===== src/rtl/combinational_circuit_pkg.sv =====
// Shared constants and the widened sum compare for combinational_circuit.
// COMBINATIONAL_CIRCUIT_PIPE_EN selects the two-stage build.
package combinational_circuit_pkg;

  localparam int DEF_WIDTH = 16;

`ifdef COMBINATIONAL_CIRCUIT_PIPE_EN
  localparam int LATENCY = 2;
`else
  localparam int LATENCY = 1;
`endif

  // Operands arrive zero-extended to 64 bits; the extra sum bit keeps carry.
  function automatic logic sum_gt(
    input logic [63:0] a,
    input logic [63:0] b,
    input logic [63:0] c,
    input logic [63:0] d
  );
    logic [64:0] sab;
    logic [64:0] scd;
    sab = {1'b0, a} + {1'b0, b};
    scd = {1'b0, c} + {1'b0, d};
    return sab > scd;
  endfunction

endpackage


===== src/rtl/combinational_circuit_parity.sv =====
// Balanced XOR-reduction tree; pads to a power of two with zeros.
module combinational_circuit_parity #(
  parameter int WIDTH = 16
) (
  input  logic [WIDTH-1:0] p,
  output logic             par
);

  localparam int LV = $clog2(WIDTH);
  localparam int N  = 1 << LV;

  for (genvar l = 0; l <= LV; l++) begin : g_lvl
    logic [(N>>l)-1:0] v;
    if (l == 0) begin : g_leaf
      assign v = N'(p);
    end else begin : g_node
      for (genvar i = 0; i < (N >> l); i++) begin : g_x
        assign v[i] = g_lvl[l-1].v[2*i] ^ g_lvl[l-1].v[2*i+1];
      end
    end
  end

  assign par = g_lvl[LV].v[0];

endmodule


===== src/rtl/combinational_circuit.sv =====
// Registered parity/sum-compare flag over four operand words.
// COMBINATIONAL_CIRCUIT_PIPE_EN adds a second register stage.
module combinational_circuit
  import combinational_circuit_pkg::*;
#(
  parameter int WIDTH = DEF_WIDTH
) (
  input  logic             clk,
  input  logic             rst_n,
  input  logic [WIDTH-1:0] A,
  input  logic [WIDTH-1:0] B,
  input  logic [WIDTH-1:0] C,
  input  logic [WIDTH-1:0] D,
  output logic             out_signal
);

  logic [WIDTH-1:0] p;
  logic             par;
  logic             gt;

  assign p  = (A & B) | (C ^ D);
  assign gt = sum_gt(64'(A), 64'(B), 64'(C), 64'(D));

  combinational_circuit_parity #(
    .WIDTH(WIDTH)
  ) u_parity (
    .p  (p),
    .par(par)
  );

`ifdef COMBINATIONAL_CIRCUIT_PIPE_EN
  logic par_q;
  logic gt_q;

  always_ff @(posedge clk or negedge rst_n) begin
    if (!rst_n) begin
      par_q      <= 1'b0;
      gt_q       <= 1'b0;
      out_signal <= 1'b0;
    end else begin
      par_q      <= par;
      gt_q       <= gt;
      out_signal <= par_q ^ gt_q;
    end
  end
`else
  always_ff @(posedge clk or negedge rst_n) begin
    if (!rst_n) out_signal <= 1'b0;
    else        out_signal <= par ^ gt;
  end
`endif

endmodule


===== config.mk =====
export PLATFORM = sky130hd
export DESIGN_NAME = combinational_circuit
export DESIGN_NICKNAME = d
export VERILOG_FILES = /design/src/rtl/combinational_circuit_pkg.sv /design/src/rtl/combinational_circuit_parity.sv /design/src/rtl/combinational_circuit.sv
export SDC_FILE = /design/constraint.sdc
export NUM_CORES = 1
export LEC_CHECK = 0
export CORE_MARGIN = 1
export CORE_UTILIZATION = 49
export CTS_CLUSTER_DIAMETER = 50
export DETAILED_ROUTE_END_ITERATION = 10
export PLACE_DENSITY = 0.94
export SLEW_MARGIN = 10
export SYNTH_ARGS = -nofsm -noshare
export SYNTH_HDL_FRONTEND = slang
export SYNTH_HIERARCHICAL = 1
export SYNTH_SLANG_ARGS = --single-unit

===== constraint.sdc =====
create_clock -name clk -period 0.8 [get_ports clk]
set_input_delay 0.16 -clock clk [delete_from_list [all_inputs] [get_ports clk]]
set_output_delay 0.16 -clock clk [all_outputs]
set_load 0.005 [all_outputs]

==> results_tabular.tex, run 1 <==
\begin{tabular}{lr}
\hline
Metric & Value \\
\hline
\multicolumn{2}{l}{\textbf{Placed design}} \\
HPWL after detailed placement & 7090 microns \\
Routability cong. & 0.996 \\
Setup WS pre-CTS & -2.69 ns \\
Number of buffer cells added on primary ports & 66 \\
\multicolumn{2}{l}{\textbf{Synthesis}} \\
Mapped Avg Cell Area & 7.62 sq um \\
Number of instances in the synthesized netlist & 280 \\
Most frequent cell after synthesis & ha\_1 \\
Post-synthesis cell type with the largest combined area & ha\_1 \\
Unique cell type count in the Yosys netlist & 47 \\
Sequential-to-total area share from yosys stat & 0.0117 \\
Count of flip-flops with a built-in enable after synthesis & 0 \\
Leading cell types by total area after synthesis & ha\_1 29\%, xnor2\_1 12\%, a21oi\_1 6.6\% \\
Synth cell count leaders & 49 x ha\_1, 30 x xnor2\_1, 28 x a21oi\_1, 17 x nand2\_1, 17 x or2\_2 \\
Yosys top cell area share & 0.287 \\
Register bit count reported by yosys & 1 \\
Largest family of logic cells by synthesized area & compound AO/OA/AOI/OAI gates \\
Post-synthesis net count & 397 \\
Share of flip-flops with an asynchronous set or reset & 1.00 \\
Post-synthesis xor/xnor area fraction & 0.164 \\
Post-synthesis share of cell area spent on full adders, half adders and majority gates & 0.306 \\
Prevailing post-synth register cell & dfrtp\_1 \\
Basic-gate share of the synthesized area counting and, or, nand and nor cells & 0.191 \\
Share of synthesized area spent on multiplexers & 0 \\
Synth Cell Area & 2130 sq um \\
Complex-gate fraction of the synthesized area & 0.307 \\
Total of warnings raised by yosys & 6 \\
\multicolumn{2}{l}{\textbf{Die}} \\
Starting density of the core & 0.522 \\
Placement Rows & 23 \\
Number of I/O pins & 67 \\
Die height & 68 microns \\
Die width & 68 microns \\
\multicolumn{2}{l}{\textbf{Status}} \\
Outcome & aborted with a tool error \\
Error text reported by the tool & [ERROR DPL-0038] Utilization greater than 100\%, impossible to legalize \\
Step where the flow halted & 5\_1\_grt \\
\multicolumn{2}{l}{\textbf{Clocking}} \\
Hold-fix buffers, CTS & 0 \\
\multicolumn{2}{l}{\textbf{Global routing}} \\
Maximum number of pins on one net before global-route repair & 9 \\
\multicolumn{2}{l}{\textbf{STA}} \\
Worst endpoint kind after the last repair & register input \\
Worst-path endpoint after global-route repair\_timing & out\_signal\$\_DFF\_PN0\_/D \\
\hline
\end{tabular}
stage by stage:
stage / std cells / hold WS [ns] / utilization / cell area, sq um
3_5_place_dp: 471 / 0.339 / 0.873 / 3570
3_3_place_gp: 471 / 0.327 / 0.873 / 3570
4_1_cts: 492 / 0.342 / 0.970 / 3970
2_1_floorplan: 280 / -0.136 / - / 2270
cells by family after synthesis:
kind of cell,after synthesis
AO/OA/AOI/OAI,98
XOR/XNOR,40
adder cells (fa/ha/maj),51
buffers and inverters,12
flip-flops,1
AND/OR/NAND/NOR,78
repair_timing:
| item | 4_1_cts |
|---|---|
| gates resized for setup | 172 |
| buffers inserted | 21 |
| setup endpoints to repair | 2 |
| pin swaps | 78 |
==> inputs of run 2 (changes only) <==
Settings changed: CORE_UTILIZATION 49 to 40, CTS_CLUSTER_DIAMETER 50 to default, PLACE_DENSITY 0.94 to default, PLACE_DENSITY_LB_ADDON from default to 0.15.
==> results_tabular.tex, run 2 <==
\begin{tabular}{lr}
\hline
Metric & Value \\
\hline
\multicolumn{2}{l}{\textbf{Final layout}} \\
Number of diodes & 0 \\
Area of the multi-input gates & 2520 sq um \\
Flip-flop count of the largest register, all copies and words added & 1 \\
Largest register by flop count & out\_signal \\
Final nets & 556 \\
Most common cell after layout, fill and taps aside & buf\_4 \\
Number of filler instances in the final layout & 353 \\
Proportion of layout cells with a drive suffix above 1 & 0.460 \\
Util after Layout & 0.786 \\
Layout-stage area growth over the synthesis result & 88.0\% \\
Seq. cell area & 25.0 sq um \\
Biggest regs & out\_signal (1) \\
Final design area excluding fillers & 4010 sq um \\
Most used cells in the layout excluding fill and tap cells & 85 x buf\_4, 29 x xnor2\_1, 29 x ha\_1, 25 x clkdlybuf4s50\_1, 18 x ha\_4 \\
\multicolumn{2}{l}{\textbf{Synthesis}} \\
Count of flip-flops with a built-in enable after synthesis & 0 (unchanged) \\
Sequential-to-total area share from yosys stat & 0.0117 (unchanged) \\
Synth cell count leaders & 49 x ha\_1, 30 x xnor2\_1, 28 x a21oi\_1, 17 x nand2\_1, 17 x or2\_2 \\
Post-synthesis net count & 397 (unchanged) \\
Unique cell type count in the Yosys netlist & 47 (unchanged) \\
Leading cell types by total area after synthesis & ha\_1 29\%, xnor2\_1 12\%, a21oi\_1 6.6\% \\
Mapped Avg Cell Area & 7.62 sq um (unchanged) \\
Register bit count reported by yosys & 1 (unchanged) \\
Number of instances in the synthesized netlist & 280 (unchanged) \\
Prevailing post-synth register cell & dfrtp\_1 \\
Post-synthesis cell type with the largest combined area & ha\_1 \\
Total of warnings raised by yosys & 6 (unchanged) \\
Yosys top cell area share & 0.287 (unchanged) \\
Share of flip-flops with an asynchronous set or reset & 1.00 (unchanged) \\
Synth Cell Area & 2130 sq um (unchanged) \\
Most frequent cell after synthesis & ha\_1 \\
\multicolumn{2}{l}{\textbf{Die}} \\
Placement Rows & 26 (+13\%) \\
Starting density of the core & 0.418 (-0.104) \\
Area of the core & 5110 sq um \\
Full die area & 5630 sq um \\
Die height & 75.1 microns (+10\%) \\
Number of I/O pins & 67 (unchanged) \\
Die width & 75.1 microns (+10\%) \\
\multicolumn{2}{l}{\textbf{Detailed routing}} \\
Total Wirelength & 7580 microns \\
Vias/cell & 5.29 \\
Average routed wire per standard cell & 14.9 microns \\
DR iter-0 viols & 104 \\
DRC viols & 0 \\
Number of vias after detailed routing & 2,680 \\
Antenna Nets Post-Route & 0 \\
Detailed-router iteration count before antenna repair & 4 \\
\multicolumn{2}{l}{\textbf{Power and ir drop}} \\
Leakage power of the design & 1.81 nW \\
Largest vdd supply drop & 0.000600 V \\
PD cells & 1050 nW/um\^{}2 \\
\multicolumn{2}{l}{\textbf{Critical path}} \\
Maximum fanout count along the critical path & 3 \\
Capturing element type of the critical path & register \\
Buf+Inv Stages, Crit Path & 3 \\
Critical Path Slowest Stage Cell & clkdlybuf4s50\_1 \\
Required arrival time at the worst endpoint & 0.68 ns \\
CP startpoint kind & input port \\
Cell-by-cell listing of the critical path & clkdlybuf4s50\_1 > ha\_4 > a21o\_1 > buf\_4 > buf\_4 > nor2\_1 > o211ai\_1 > nor2\_1 > a211oi\_2 > ha\_1 > nand3\_2 > nor4\_4 > o31ai\_2 > o211ai\_1 > nand2\_1 > xnor2\_1 \\
Cell type group with the largest total delay on the critical path & buffers and inverters \\
Arr. time, crit path & 2.91 ns \\
CP max stage delay & 0.51 ns \\
WS Path Type & input port to register \\
\multicolumn{2}{l}{\textbf{STA}} \\
Worst-case setup margin in the final layout & -2.24 ns \\
Number of max-slew violations in the final report & 0 \\
Worst max-slew margin expressed relative to the limit & 0.794 \\
Minimum hold slack & 0.342 ns \\
Tmin final & 3.04 ns \\
Final worst path period share & 3.80 \\
Count of final setup violators & 1 \\
Unrepaired setup endpoints after global routing & yes \\
Highest Clock Rate & 329 MHz \\
Number of hold-slack violations in the final timing report & 0 \\
Total Neg Setup Slack & -2.24 ns \\
Transition time at the pin with the least slew margin & 0.309 ns \\
\multicolumn{2}{l}{\textbf{Flow run}} \\
Max-capacitance violation count & 0 \\
\multicolumn{2}{l}{\textbf{Global routing}} \\
First-pass GRT wire length & 11,800 microns \\
Antenna violations before repair & 0 \\
Aggregate global routing overflow & 0 \\
Vias in the first global route & 2,678 \\
GRT Total Usage & 0.265 \\
Maximum number of pins on one net before global-route repair & 9 \\
\multicolumn{2}{l}{\textbf{Min path}} \\
Hold Crit Class & input port to asynchronous set/reset pin \\
\multicolumn{2}{l}{\textbf{Placed design}} \\
HPWL after detailed placement & 5760 microns (-19\%) \\
Routability cong. & 0.854 (-14\%) \\
Number of buffer cells added on primary ports & 66 (unchanged) \\
Instance area at placement & 3570 sq um (about the same) \\
Setup WS pre-CTS & -2.55 ns (+0.139 ns) \\
\multicolumn{2}{l}{\textbf{Clocking}} \\
Clock-pin slew on the worst setup and hold paths & 0 ns \\
\multicolumn{2}{l}{\textbf{Status}} \\
Outcome & finished with violations \\
Failing checks & negative setup slack \\
\hline
\end{tabular}
run 2: logic make-up after synthesis:
group,after synthesis,share of synthesized area
AOI/OAI and AO/OA,98,0.307
and+or+nand+nor,78,0.191
adders and majority gates,51,0.306
xor gates and xnor gates,40,0.164
buffers and inverters,12,0.0211
DFF,1,0.0117
run 2: layout make-up:
class,count,share of cell area
flip-flops and latches,1,0.00624
repair buffers,161,0.336
inverters,8,0.00748
well taps,70,0.0218
multi-input cells,267,0.629
run 2: per-stage QoR:
| step | total power, mW | instances |
|---|---|---|
| after floorplan | 2.30 | 280 |
| after global placement | 3.52 | 488 |
| after detailed placement | 3.60 | 488 |
| after CTS | 4.01 | 506 |
| after global routing | 4.58 | 507 |
| final | 4.19 | 507 |
run 2: layer usage:
layer,GRT usage,vias to the layer above,wire [microns]
li1,-,1367,-
met1,0.346,1239,3430
met2,0.505,66,3870
met3,0.00402,8,232
met4,0.0168,0,48
met5,0,-,0
run 2: power breakdown:
group	total (mW)	internal (mW)	switching, mW
logic	4.09	2.20	1.89
registers	0.100	0.0868	0.0134
clock network	0	0	0
total	4.19	2.29	1.91
run 2: repair_timing:
item                       in CTS  in global routing
hold buffers                    0                  0
pin swaps                      84                 14
gates resized for setup       150                 24
setup endpoints to repair       2                  1
buffers inserted               18                  1
run 2: final timing paths:
| kind | startpoint | end | slack [ns] | depth (start not counted) |
|---|---|---|---|---|
| max | A[12] | out_signal$_DFF_PN0_ | -2.24 | 16 |
| max in group asynchronous | rst_n | out_signal$_DFF_PN0_ | 0.33 | 1 |
| min in group clk | out_signal$_DFF_PN0_ | out_signal | 0.72 | 1 |
| min | rst_n | out_signal$_DFF_PN0_ | 0.34 | 1 |
(Power assumes the default switching activity.)
